**config.mk**
```make
export PLATFORM = sky130hd
export DESIGN_NAME = instr_encoder_loader
export DESIGN_NICKNAME = d
export VERILOG_FILES = /design/src/rtl/instr_encoder_loader.sv
export SDC_FILE = /design/constraint.sdc
export NUM_CORES = 1
export LEC_CHECK = 0
export CAP_MARGIN = 20
export CORE_ASPECT_RATIO = 0.8
export CORE_UTILIZATION = 32
export CTS_CLUSTER_DIAMETER = 100
export DETAILED_ROUTE_END_ITERATION = 8
export MAX_ROUTING_LAYER = met4
export SLEW_MARGIN = 10
export SYNTH_ARGS = -nofsm -noshare
export SYNTH_HDL_FRONTEND = slang
export SYNTH_SLANG_ARGS = --single-unit
```
**constraint.sdc**
```tcl
create_clock -name clk -period 3.6 [get_ports clk]
set_input_delay 1.08 -clock clk [delete_from_list [all_inputs] [get_ports clk]]
set_output_delay 1.08 -clock clk [all_outputs]
set_load 0.02 [all_outputs]
```
**src/rtl/instr_encoder_loader.sv**
```systemverilog
// instr_encoder_loader: encodes symbolic RV32I field bundles and writes them
// sequentially into instruction memory over a valid/ready stream.
module instr_encoder_loader #(
    parameter int DEPTH     = 256,
    parameter int ADDR_W    = 8,
    parameter int BASE_ADDR = 0
) (
    input  logic              clk,
    input  logic              rst,
    input  logic              start,
    input  logic              finish,
    input  logic              in_valid,
    output logic              in_ready,
    input  logic [2:0]        cls,
    input  logic [2:0]        funct3,
    input  logic              funct7,
    input  logic [4:0]        rd,
    input  logic [4:0]        rs1,
    input  logic [4:0]        rs2,
    input  logic [20:0]       imm,
    output logic              imem_we,
    output logic [ADDR_W-1:0] imem_addr,
    output logic [31:0]       imem_wdata,
    output logic [ADDR_W:0]   count,
    output logic              busy,
    output logic              full,
    output logic              err
);
    localparam logic [ADDR_W:0]   DEPTH_C = (ADDR_W+1)'(DEPTH);
    localparam logic [ADDR_W-1:0] BASE_C  = ADDR_W'(BASE_ADDR);

    typedef enum logic [1:0] {S_IDLE, S_LOAD, S_DONE, S_FULL} state_t;
    state_t state;
    logic [ADDR_W-1:0] ptr;
    logic [6:0] f7;
    logic [11:0] i12;
    logic [31:0] enc;
    logic illegal, accept;

    assign full     = count == DEPTH_C;
    assign busy     = state == S_LOAD;
    assign in_ready = busy && !full;
    assign accept   = in_valid && in_ready;

    always_comb begin
        f7 = funct7 ? 7'b0100000 : 7'b0000000;
        // shift-immediate forms carry the funct7 pattern in imm[11:5]
        i12 = (funct3 == 3'b001 || funct3 == 3'b101) ? {f7, imm[4:0]} : imm[11:0];
        illegal = cls[2:1] == 2'b11
                || (cls == 3'b100 && funct3[2:1] == 2'b01)
                || (cls == 3'b001 && funct3 == 3'b001 && funct7)
                || (cls == 3'b011 && funct7 && funct3 != 3'b000 && funct3 != 3'b101);
        case (cls)
            3'b000:  enc = {imm[11:0], rs1, funct3, rd, 7'b0000011};
            3'b001:  enc = {i12, rs1, funct3, rd, 7'b0010011};
            3'b010:  enc = {imm[11:5], rs2, rs1, funct3, imm[4:0], 7'b0100011};
            3'b011:  enc = {f7, rs2, rs1, funct3, rd, 7'b0110011};
            3'b100:  enc = {imm[12], imm[10:5], rs2, rs1, funct3, imm[4:1], imm[11], 7'b1100011};
            3'b101:  enc = {imm[20], imm[10:1], imm[11], imm[19:12], rd, 7'b1101111};
            default: enc = '0;
        endcase
    end

    always_ff @(posedge clk or posedge rst) begin
        if (rst) begin
            state      <= S_IDLE;
            ptr        <= BASE_C;
            count      <= '0;
            err        <= 1'b0;
            imem_we    <= 1'b0;
            imem_addr  <= BASE_C;
            imem_wdata <= '0;
        end else begin
            imem_we <= 1'b0;
            if (start) begin
                state     <= S_LOAD;
                ptr       <= BASE_C;
                count     <= '0;
                err       <= 1'b0;
                imem_addr <= BASE_C;
            end else begin
                if (accept && illegal)
                    err <= 1'b1;
                if (accept && !illegal) begin
                    imem_we    <= 1'b1;
                    imem_addr  <= ptr;
                    imem_wdata <= enc;
                    ptr        <= ptr + 1'b1;
                    count      <= count + 1'b1;
                end
                if (accept && !illegal && count == DEPTH_C - 1'b1)
                    state <= S_FULL;
                else if (busy && finish)
                    state <= S_DONE;
            end
        end
    end
endmodule

```
# Yosys cells after proc, flatten, opt, wreduce, memory -nomap -nowiden
# Index checks and enable logic that the tools add are counted.
# op_classes
reduce_logical,24
eq_ne,13
muxes,16
bitwise_logic,1
add_sub_neg,2
# op_table
operator,count
$pmux 32 s6,1
$mux 8,4
$mux 9,2
$logic_and 1x1->1,12
$mux 12,1
$add 9x1->9 const B,1
$eq 3x3->1 const B,3
$eq 9x8->1 const B,1
$eq 9x9->1 const B,1
$add 8x1->8 const B,1
$eq 3x1->1 const B,2
$eq 3x2->1 const B,2
$mux 2,3
$mux 6,1
$reduce_bool 3->1,2
$eq 2x1->1 const B,2
$logic_or 1x1->1,4
$mux 1,4
$reduce_bool 2->1,2
$logic_not 3->1,1
$ne 3x3->1 const B,1
$eq 2x2->1 const B,1
$logic_not 1->1,2
$reduce_and 2->1,1
$not 1->1,1
# word_totals
out_inout_bits,54
word_cells,63
regBits,61

# Depth between registers and ports, before layout
# Gate-level depths: netlist of the first run.
# logic_depth
ltp_word,10
depth_mapped,9
depth_no_buf,7

# Least setup slack after synthesis of the first run
# OpenSTA, ideal clock, no wires.
# synth_timing
path_kind,reg-to-output
start,register count[3]
end,output in_ready
slack_ps,397
stages_incl_launch_ff,4
t_arrival_ps,2123
path_buffers,0
cell_sequence,dfrtp_1 -> or4_4 -> nor4_1 -> nor2b_1
# synth_between
elab_chain_cells,3
# synth_rtl
element,line,rtl
"start, declared",24,"output logic [ADDR_W:0] count,"
"start signal, assigned",89,count <= count + 1'b1;
$eq 9x9->1,40,assign full = count == DEPTH_C;
named net full,26,"output logic full,"
$logic_not 1->1,42,assign in_ready = busy && !full;
$logic_and 1x1->1,42,
"end, declared",13,"output logic in_ready,"
# The timed path passes the listed nets, and every way through them passes these cells.

# Worst setup path in the final report of the first run
# layout_timing
start,register count[3]
end,output full
# layout_between
elab_chain_cells,1
# layout_rtl
element,line
$eq 9x9->1,40
"end, declared",26
# Every way passes these cells.

==> summary.txt, run 1 <==
Global route
  • Antenna violations before repair: 0
  • GRT Total Usage: 17.7%
  • Number of global-route vias before repair: 2,913
  • Largest net degree at the start of global routing: 60
  • Overflow after GRT: 0
  • Global-route wire length before repair: 15,200 um

Logic synthesis
  • Async S/R FF share, synth: 100%
  • Synth Cell Area: 3430 um^2
  • Ys Warns: 0
  • Register area share after synthesis: 43.1%
  • Syn Nets: 419
  • Synth Flop Type: dfrtp_1
  • Cells after synthesis: 364
  • Distinct cell type count after synthesis: 50
  • Number of synthesized flops with an enable pin: 0
  • Flops & latches, synth: 59
  • Synthesized area per cell: 9.41 um^2

Clock network
  • H-tree levels: 3
  • CTS Hold Bufs: 0
  • PostCTS Resize Cnt: 0
  • Post-CTS setup buffer count: 0
  • Clock buffer depth: 2
  • Clock Tree Root: clkbuf_16
  • Clock transition at the registers of the reported paths: 0.05 ns
  • Skew-Pair Late Insertion Delay: 0.32 ns
  • CTS tree: built
  • Clock sinks: 59
  • CTS Buf Count: 9

Power and ir drop
  • Cell Pwr Density: 503 nW/um^2
  • Worst vdd ir: 231 uV
  • Leakage power: 2.05 nW

Critical path
  • Critical Path Max Stage Delay: 0.68 ns
  • Critical path's top delay family: simple AND/OR/NAND/NOR gates
  • Crit Path Max Fanout: 8
  • Crit Path Category: flip-flop to output port
  • Crit-path cells: or4_4, nor4_1, clkdlybuf4s50_1
  • CP Launch Type: flip-flop
  • CP Data Required Time: 2.52 ns
  • Critical path's slowest cell: clkdlybuf4s50_1
  • CP bufs+invs: 1
  • Arr. time, crit path: 2.43 ns
  • CP Capture Type: output port

Floorplanning
  • Site Rows: 33
  • Die Footprint: 11,100 um^2
  • Core Footprint: 10,300 um^2
  • I/O pin count: 102
  • Initial Utilization: 33.2%
  • Width of the die: 118 um
  • Die height: 94.5 um

Place
  • Routability Congestion: 0.804
  • PortBufs: 101
  • Post-DP Area: 4610 um^2
  • Post-DP HPWL: 6540 um

Routing
  • DRC violations left: 0
  • WL/cell: 15.5 um
  • DRT iter0 DRCs: 146
  • M1 wire length: 4800 um
  • Max Used Layer: met4
  • Total iterations of the first detailed-routing run: 5
  • Vias per cell: 5.20
  • Final ANT Viol Nets: 0
  • WL met3: 332 um
  • Met2 wire length: 4200 um
  • Vias: 3,154
  • WL final: 9430 um

Final layout
  • Area of the multi-input gates: 1770 um^2
  • Fin nets: 517
  • N_diodes: 0
  • Fillers: 974
  • Register area: 1480 um^2
  • Final Cell Area: 4940 um^2
  • Final core occ: 47.8%
  • Layout cells sized above 1: 14.3%
  • Most common cell after layout, fill and taps aside: clkdlybuf4s50_1
  • Commonest non-fill, non-tap cells in the layout: 101 x clkdlybuf4s50_1, 59 x dfrtp_1, 47 x a21oi_1
  • Area grow syn2layout: 44.2%

STA
  • Fmax: 285 MHz
  • Fin crit share: 97.5%
  • RSZ-0062 raised after global routing: no
  • Setup Skew: 0.0103 ns
  • Crit path time final: 3.51 ns
  • Final count of hold timing violations: 0
  • Final setup vio count: 0
  • Fin. max-slew vios: 0
  • Setup TNS: 0 ns
  • Worst slew pin tran: 0.765 ns
  • Slew headroom: 49.0%

Run status
  • Status: finished clean

Hold path
  • Hold Path Class: flip-flop to flip-flop

Run
  • Max cap viols: 0
## cell type report
class	instances	share of cell area, %
Clock buffer	10	4.84
Clock inverter	6	1.80
Inverter	8	0.608
Multi-Input combinational cell	267	35.9
Sequential cell	59	29.9
Tap cell	140	3.55
Timing Repair Buffer	117	23.4
## cell families after synthesis
logic type	count (synthesis)	share of synthesized area (%)
compound gates	102	18.6
fa+ha+maj	7	2.56
buf+inv	38	5.30
mux	32	10.8
flops	59	43.1
simple gates	126	19.7
## flip-flops by register name, indices dropped and copies added (netlist names)
signal,count
state,2
ptr,8
imem_we,1
imem_addr,8
imem_wdata,30
count,9
err,1
## metal layers
layer,up-vias,global-route usage [%]
met4,0,5.56
met5,-,-
li1,1525,-
met1,1529,25.3
met2,90,25.3
met3,10,2.84
## path summary, 6_finish.rpt
kind                            depth (start not counted)                          to                       start  slack (ns)
worst max-delay path                                    3                        full        count[3]$_DFFE_PP0P_        0.09
worst min-delay path                                    1  imem_wdata[26]$_DFFE_PP0P_  imem_wdata[26]$_DFFE_PP0P_        0.47
worst max register to register                          6  imem_wdata[21]$_DFFE_PP0P_        count[3]$_DFFE_PP0P_        0.94
worst min register to register                          1  imem_wdata[26]$_DFFE_PP0P_  imem_wdata[26]$_DFFE_PP0P_        0.47
max in group asynchronous                               3  imem_wdata[26]$_DFFE_PP0P_                         rst        1.79
min in group asynchronous                               3  imem_wdata[17]$_DFFE_PP0P_                         rst        1.29
## cells in the mapped netlist (2+ instances only)
| cell type | count | share of area [%] |
|---|---|---|
| o31ai_1 | 6 | 1.3 |
| nor2b_1 | 9 | 1.6 |
| or3_1 | 3 | 0.55 |
| nand2_1 | 11 | 1.2 |
| a21o_1 | 5 | 1.1 |
| nand3_1 | 28 | 4.1 |
| o21ai_0 | 20 | 2.9 |
| dfrtp_1 | 59 | 43 |
| mux2_4 | 4 | 1.8 |
| or4_1 | 6 | 1.3 |
| ha_1 | 7 | 2.6 |
| a211oi_1 | 2 | 0.44 |
| nand2b_1 | 10 | 1.8 |
| buf_1 | 2 | 0.22 |
| nor3_1 | 5 | 0.73 |
| buf_2 | 7 | 1.0 |
| clkbuf_1 | 16 | 1.8 |
| inv_1 | 7 | 0.77 |
| mux2i_1 | 5 | 1.5 |
| nand4_1 | 3 | 0.55 |
| and4_1 | 5 | 1.3 |
| a21oi_1 | 47 | 6.9 |
| mux2_2 | 23 | 7.6 |
| a22oi_1 | 4 | 0.88 |
| nor2_1 | 34 | 3.7 |
| buf_4 | 3 | 0.66 |
| a31oi_1 | 3 | 0.55 |
| a2111oi_0 | 5 | 1.3 |
| o22a_1 | 4 | 1.0 |
## power by group
part	total (mW)	leakage, nW	internal, mW	switching, mW
clock	0.939	0.155	0.624	0.315
combinational	0.713	1.11	0.365	0.348
sequential	0.833	0.781	0.769	0.0642
total	2.49	2.05	1.76	0.728
## metrics by stage
stage                     hold WS [ns]  power [mW]  std cells  worst slack (ns)
after floorplan                  0.489        1.21        364             0.397
after global placement           0.460        1.55        591             0.240
after detailed placement         0.465        1.56        591             0.171
after CTS                        0.477        2.51        607            0.0992
after global routing             0.498        2.59        607            0.0500
final                            0.473        2.49        607            0.0894
Power figures use the tool's default switching activity.
==> run 2, diff against run 1 <==
--- a/config.mk
+++ b/config.mk
@@ -7,10 +7,11 @@
 export LEC_CHECK = 0
 export CAP_MARGIN = 20
 export CORE_ASPECT_RATIO = 0.8
-export CORE_UTILIZATION = 32
+export CORE_UTILIZATION = 51
 export CTS_CLUSTER_DIAMETER = 100
 export DETAILED_ROUTE_END_ITERATION = 8
 export MAX_ROUTING_LAYER = met4
+export PLACE_DENSITY = 0.86
 export SLEW_MARGIN = 10
 export SYNTH_ARGS = -nofsm -noshare
 export SYNTH_HDL_FRONTEND = slang
==> summary.txt, run 2 (same netlist as run 1, synthesis figures left out) <==
Run status
  • Status: finished clean

STA
  • Setup TNS: 0 ns
  • Final count of hold timing violations: 0
  • Setup Skew: 0.00907 ns
  • Final setup vio count: 0
  • Fin. max-slew vios: 0
  • Fin crit share: 96.6%
  • Slew headroom: 65.5%
  • PnR worst setup slack: 0.123 ns
  • RSZ-0062 raised after global routing: no
  • Fmax: 288 MHz
  • Worst slew pin tran: 0.517 ns
  • Crit path time final: 3.48 ns

Floorplanning
  • Site Rows: 26
  • I/O pin count: 102
  • Initial Utilization: 53.2%
  • Width of the die: 93.6 um
  • Core Footprint: 6440 um^2
  • Die height: 75.3 um
  • Die Footprint: 7050 um^2

Clock network
  • CTS Buf Count: 9
  • Post-CTS setup buffer count: 0
  • Clock Tree Root: clkbuf_8
  • Skew-Pair Late Insertion Delay: 0.33 ns
  • Clock sinks: 59
  • CTS tree: built
  • H-tree levels: 3
  • Clock buffer depth: 2
  • PostCTS Resize Cnt: 0
  • Clock transition at the registers of the reported paths: 0.06 ns
  • CTS Hold Bufs: 0

Power and ir drop
  • Sw frac: 29.6%
  • Cell Pwr Density: 478 nW/um^2
  • Part of the power in registers: 36.2%
  • Leakage power: 2.02 nW
  • Logic gate share of total power: 31.6%
  • Internal Power: 1.62 mW
  • Clock network power share: 32.2%
  • Worst vdd ir: 359 uV
  • Psw: 0.680 mW

Final layout
  • Layout cells sized above 1: 13.9%
  • Fillers: 451
  • N_diodes: 0
  • Fin nets: 517
  • Final core occ: 74.5%
  • Largest regs: imem_wdata (30), count (9)
  • Area of the multi-input gates: 1770 um^2
  • Commonest non-fill, non-tap cells in the layout: 101 x clkdlybuf4s50_1, 59 x dfrtp_1, 47 x a21oi_1
  • Most flops, register: imem_wdata
  • Register area: 1480 um^2
  • Area grow syn2layout: 40.1%
  • Most common cell after layout, fill and taps aside: clkdlybuf4s50_1
  • Max FFs per register: 30

Routing
  • DRC violations left: 0
  • Vias per cell: 5.99
  • WL/cell: 16.5 um
  • Vias: 3,299
  • Final ANT Viol Nets: 0
  • Total iterations of the first detailed-routing run: 5
  • WL final: 9110 um
  • DRT iter0 DRCs: 213

Global route
  • GRT Total Usage: 26.9%
  • Largest net degree at the start of global routing: 60
  • Global-route wire length before repair: 14,400 um
  • Number of global-route vias before repair: 3,112
  • Overflow after GRT: 0
  • Antenna violations before repair: 0

Hold path
  • Hold Path Class: flip-flop to flip-flop

Critical path
  • CP Launch Type: flip-flop
  • Crit Path Max Fanout: 8
  • CP Data Required Time: 2.52 ns
  • Arr. time, crit path: 2.40 ns
  • Crit Path Category: flip-flop to output port
  • CP Capture Type: output port

Place
  • Routability Congestion: 0.844
  • Worst slack, placed: 0.222 ns
  • PortBufs: 101
  • Post-DP HPWL: 6410 um

Run
  • Max cap viols: 0
## run 2: cell types whose count changed in the layout (fill, tap and decap cells not counted), sizes merged
cell	previous run	this run
clkbuf	10	12
clkinv	3	1
bufinv	2	3
clkinvlp	2	1
## run 2: worst max-delay path: stages, from the launching register on
cell             delay, ns
dfrtp_1               0.46
or4_4                 0.59
nor4_1                0.35
clkdlybuf4s50_1       0.68
## run 2: area by class of cell
type,instances,share of cell area [%]
clock inverters,4,2.03
repair buffers,117,24.4
inverters,8,0.626
clock buffers,12,3.02
flip-flops and latches,59,30.8
well taps,84,2.19
multi-input cells,267,36.9
## run 2: metrics by stage
stage	hold WS [ns]	area (um^2)	total power [mW]	cells
6_report	0.479	4800	2.30	551
4_1_cts	0.481	4790	2.31	550
3_5_place_dp	0.467	4550	1.56	534
3_3_place_gp	0.458	4550	1.54	534
2_1_floorplan	0.489	3430	1.21	364
5_1_grt	0.509	4800	2.40	551
## run 2: routing by layer
metal  part of all wire, %  global-route usage (%)  vias to the layer above
li1                      -                       -                     1524
met1                    43                    35.0                     1589
met2                    48                    41.4                      162
met3                   6.7                    5.79                       24
met4                   2.6                    11.1                        0
met5                     0                       -                        -
## run 2: final timing paths
check	start	end	slack, ns	cells past startpoint
worst max-delay path	count[3]$_DFFE_PP0P_	full	0.12	3
max in group asynchronous	rst	count[2]$_DFFE_PP0P_	2.20	3
worst min register to register	imem_wdata[26]$_DFFE_PP0P_	imem_wdata[26]$_DFFE_PP0P_	0.48	1
worst min-delay path	imem_wdata[26]$_DFFE_PP0P_	imem_wdata[26]$_DFFE_PP0P_	0.48	1
min in group asynchronous	rst	imem_addr[3]$_DFFE_PP0P_	1.14	3
worst max register to register	count[3]$_DFFE_PP0P_	imem_wdata[8]$_DFFE_PP0P_	1.06	7
## run 2: power groups by stage
stage | clock, mW | sequential, mW | combinational, mW
floorplan | 0 | 0.959 | 0.248
global placement | 0 | 0.834 | 0.707
detailed placement | 0 | 0.843 | 0.720
CTS | 0.750 | 0.831 | 0.724
global route | 0.782 | 0.845 | 0.772
finish | 0.740 | 0.830 | 0.726
==> run 3, diff against run 2 <==
--- a/config.mk
+++ b/config.mk
@@ -7,6 +7,7 @@
 export LEC_CHECK = 0
 export CAP_MARGIN = 20
 export CORE_ASPECT_RATIO = 0.8
+export CORE_MARGIN = 5
 export CORE_UTILIZATION = 51
 export CTS_CLUSTER_DIAMETER = 100
 export DETAILED_ROUTE_END_ITERATION = 8
==> constraint.sdc (replaced) <==
create_clock -name clk -period 4.1 [get_ports clk]
set_input_delay 1.23 -clock clk [delete_from_list [all_inputs] [get_ports clk]]
set_output_delay 1.23 -clock clk [all_outputs]
set_load 0.02 [all_outputs]
==> summary.txt, run 3 (same netlist as run 1, synthesis figures left out) <==
Run status
  • Status: finished clean

STA
  • Crit path time final: 3.68 ns
  • Final count of hold timing violations: 0
  • Fin crit share: 89.8%
  • Hold WS: 0.488 ns
  • Slew headroom: 23.9%
  • RSZ-0062 raised after global routing: no
  • Worst slew pin tran: 1.14 ns
  • Final setup vio count: 0
  • Setup TNS: 0 ns
  • Fmax: 272 MHz
  • Setup Skew: 0.00885 ns
  • Fin. max-slew vios: 0

Clock network
  • CTS Buf Count: 9
  • CTS tree: built
  • Clock Tree Root: clkbuf_8
  • Skew-Pair Late Insertion Delay: 0.34 ns
  • Clock sinks: 59
  • PostCTS Resize Cnt: 0
  • Clock buffer depth: 2
  • Clock transition at the registers of the reported paths: 0.06 ns
  • CTS Hold Bufs: 0
  • Post-CTS setup buffer count: 0
  • H-tree levels: 3

Critical path
  • CP Data Required Time: 2.87 ns
  • CP Capture Type: output port
  • Worst r2r src: count[3]$_DFFE_PP0P_
  • R2R Setup Slk: 0.73 ns
  • R2r endpoint: imem_wdata[21]$_DFFE_PP0P_
  • Arr. time, crit path: 2.45 ns
  • Crit Path Max Fanout: 8
  • Crit Path Category: flip-flop to output port
  • CP Launch Type: flip-flop
  • R2r worst-path depth: 5

Place
  • Post-DP HPWL: 7050 um
  • Routability Congestion: 0.907
  • Post-DP Area: 4490 um^2
  • PortBufs: 101

Floorplanning
  • Site Rows: 26
  • Die Footprint: 8470 um^2
  • Width of the die: 102 um
  • Die height: 83.3 um
  • Core Footprint: 6470 um^2
  • Initial Utilization: 52.9%
  • I/O pin count: 102

Run
  • Max cap viols: 0

Hold path
  • Hold Crit Depth: 1
  • End of the worst hold path: imem_wdata[25]$_DFFE_PP0P_
  • Min-delay src: imem_wdata[25]$_DFFE_PP0P_
  • Hold Path Class: flip-flop to flip-flop

Routing
  • WL final: 9830 um
  • Vias: 3,294
  • DRC violations left: 0
  • WL/cell: 18.0 um
  • DRT iter0 DRCs: 153
  • Vias per cell: 6.03
  • Total iterations of the first detailed-routing run: 6
  • Final ANT Viol Nets: 0

Final layout
  • Layout cells sized above 1: 13.0%
  • Commonest non-fill, non-tap cells in the layout: 101 x clkdlybuf4s50_1, 59 x dfrtp_1, 47 x a21oi_1
  • Final Cell Area: 4650 um^2
  • Most flops, register: imem_wdata
  • N_diodes: 0
  • Max FFs per register: 30
  • Largest regs: imem_wdata (30), count (9)
  • Most common cell after layout, fill and taps aside: clkdlybuf4s50_1
  • Area grow syn2layout: 35.6%
  • Fin nets: 513

Power and ir drop
  • Cell Pwr Density: 390 nW/um^2
  • Worst vdd ir: 244 uV
  • Leakage power: 1.95 nW

Global route
  • GRT Total Usage: 24.2%
  • Number of global-route vias before repair: 3,257
  • Antenna violations before repair: 0
  • Global-route wire length before repair: 16,000 um
  • Overflow after GRT: 0
  • Largest net degree at the start of global routing: 35
-- run 3: layout make-up --
cell class / count / area, um^2
Tap cell: 84 / 105
Clock buffer: 12 / 145
Multi-Input combinational cell: 267 / 1770
Inverter: 8 / 30.0
Timing Repair Buffer: 113 / 1100
Clock inverter: 3 / 15.0
Sequential cell: 59 / 1480
Fill cell: 481 / 1830
-- run 3: critical path, stage by stage (launching register included) --
cell and delay, ns:
dfrtp_1 0.46, or4_4 0.59, nor4_1 0.37, clkdlybuf4s50_1 0.69
-- run 3: per-layer routing --
metal	GRT usage, %	vias to the layer above	wire length (um)
li1	-	1518	-
met1	31.1	1618	4270
met2	37.6	135	4710
met3	6.28	23	646
met4	7.25	0	195
met5	-	-	0
-- run 3: power breakdown --
group | switching, mW | internal (mW) | leakage [nW]
Sequential | 0.0590 | 0.674 | 0.781
Combinational | 0.314 | 0.314 | 1.08
Clock | 0.223 | 0.230 | 0.0860
Total | 0.596 | 1.22 | 1.95
-- run 3: through the flow --
| stage | utilization [%] | power [mW] | setup slack [ns] | instances |
|---|---|---|---|---|
| floorplan | - | 1.06 | 0.747 | 364 |
| global placement | 69.3 | 1.35 | 0.586 | 531 |
| detailed placement | 69.3 | 1.37 | 0.458 | 531 |
| CTS | 71.8 | 1.83 | 0.411 | 546 |
| global route | 71.8 | 1.90 | 0.341 | 546 |
| finish | 71.8 | 1.81 | 0.419 | 546 |
-- run 3: how the worst max path moves through the flow --
stage	endpoint	depth (start not counted)	start
after detailed placement	ptr[6]$_DFFE_PP0P_	7	cls[2]
after CTS	full	3	count[3]$_DFFE_PP0P_
final	full	3	count[3]$_DFFE_PP0P_
after global placement	imem_wdata[25]$_DFFE_PP0P_	7	in_valid
after global routing	full	3	count[3]$_DFFE_PP0P_
after floorplan	in_ready	3	count[3]$_DFFE_PP0P_
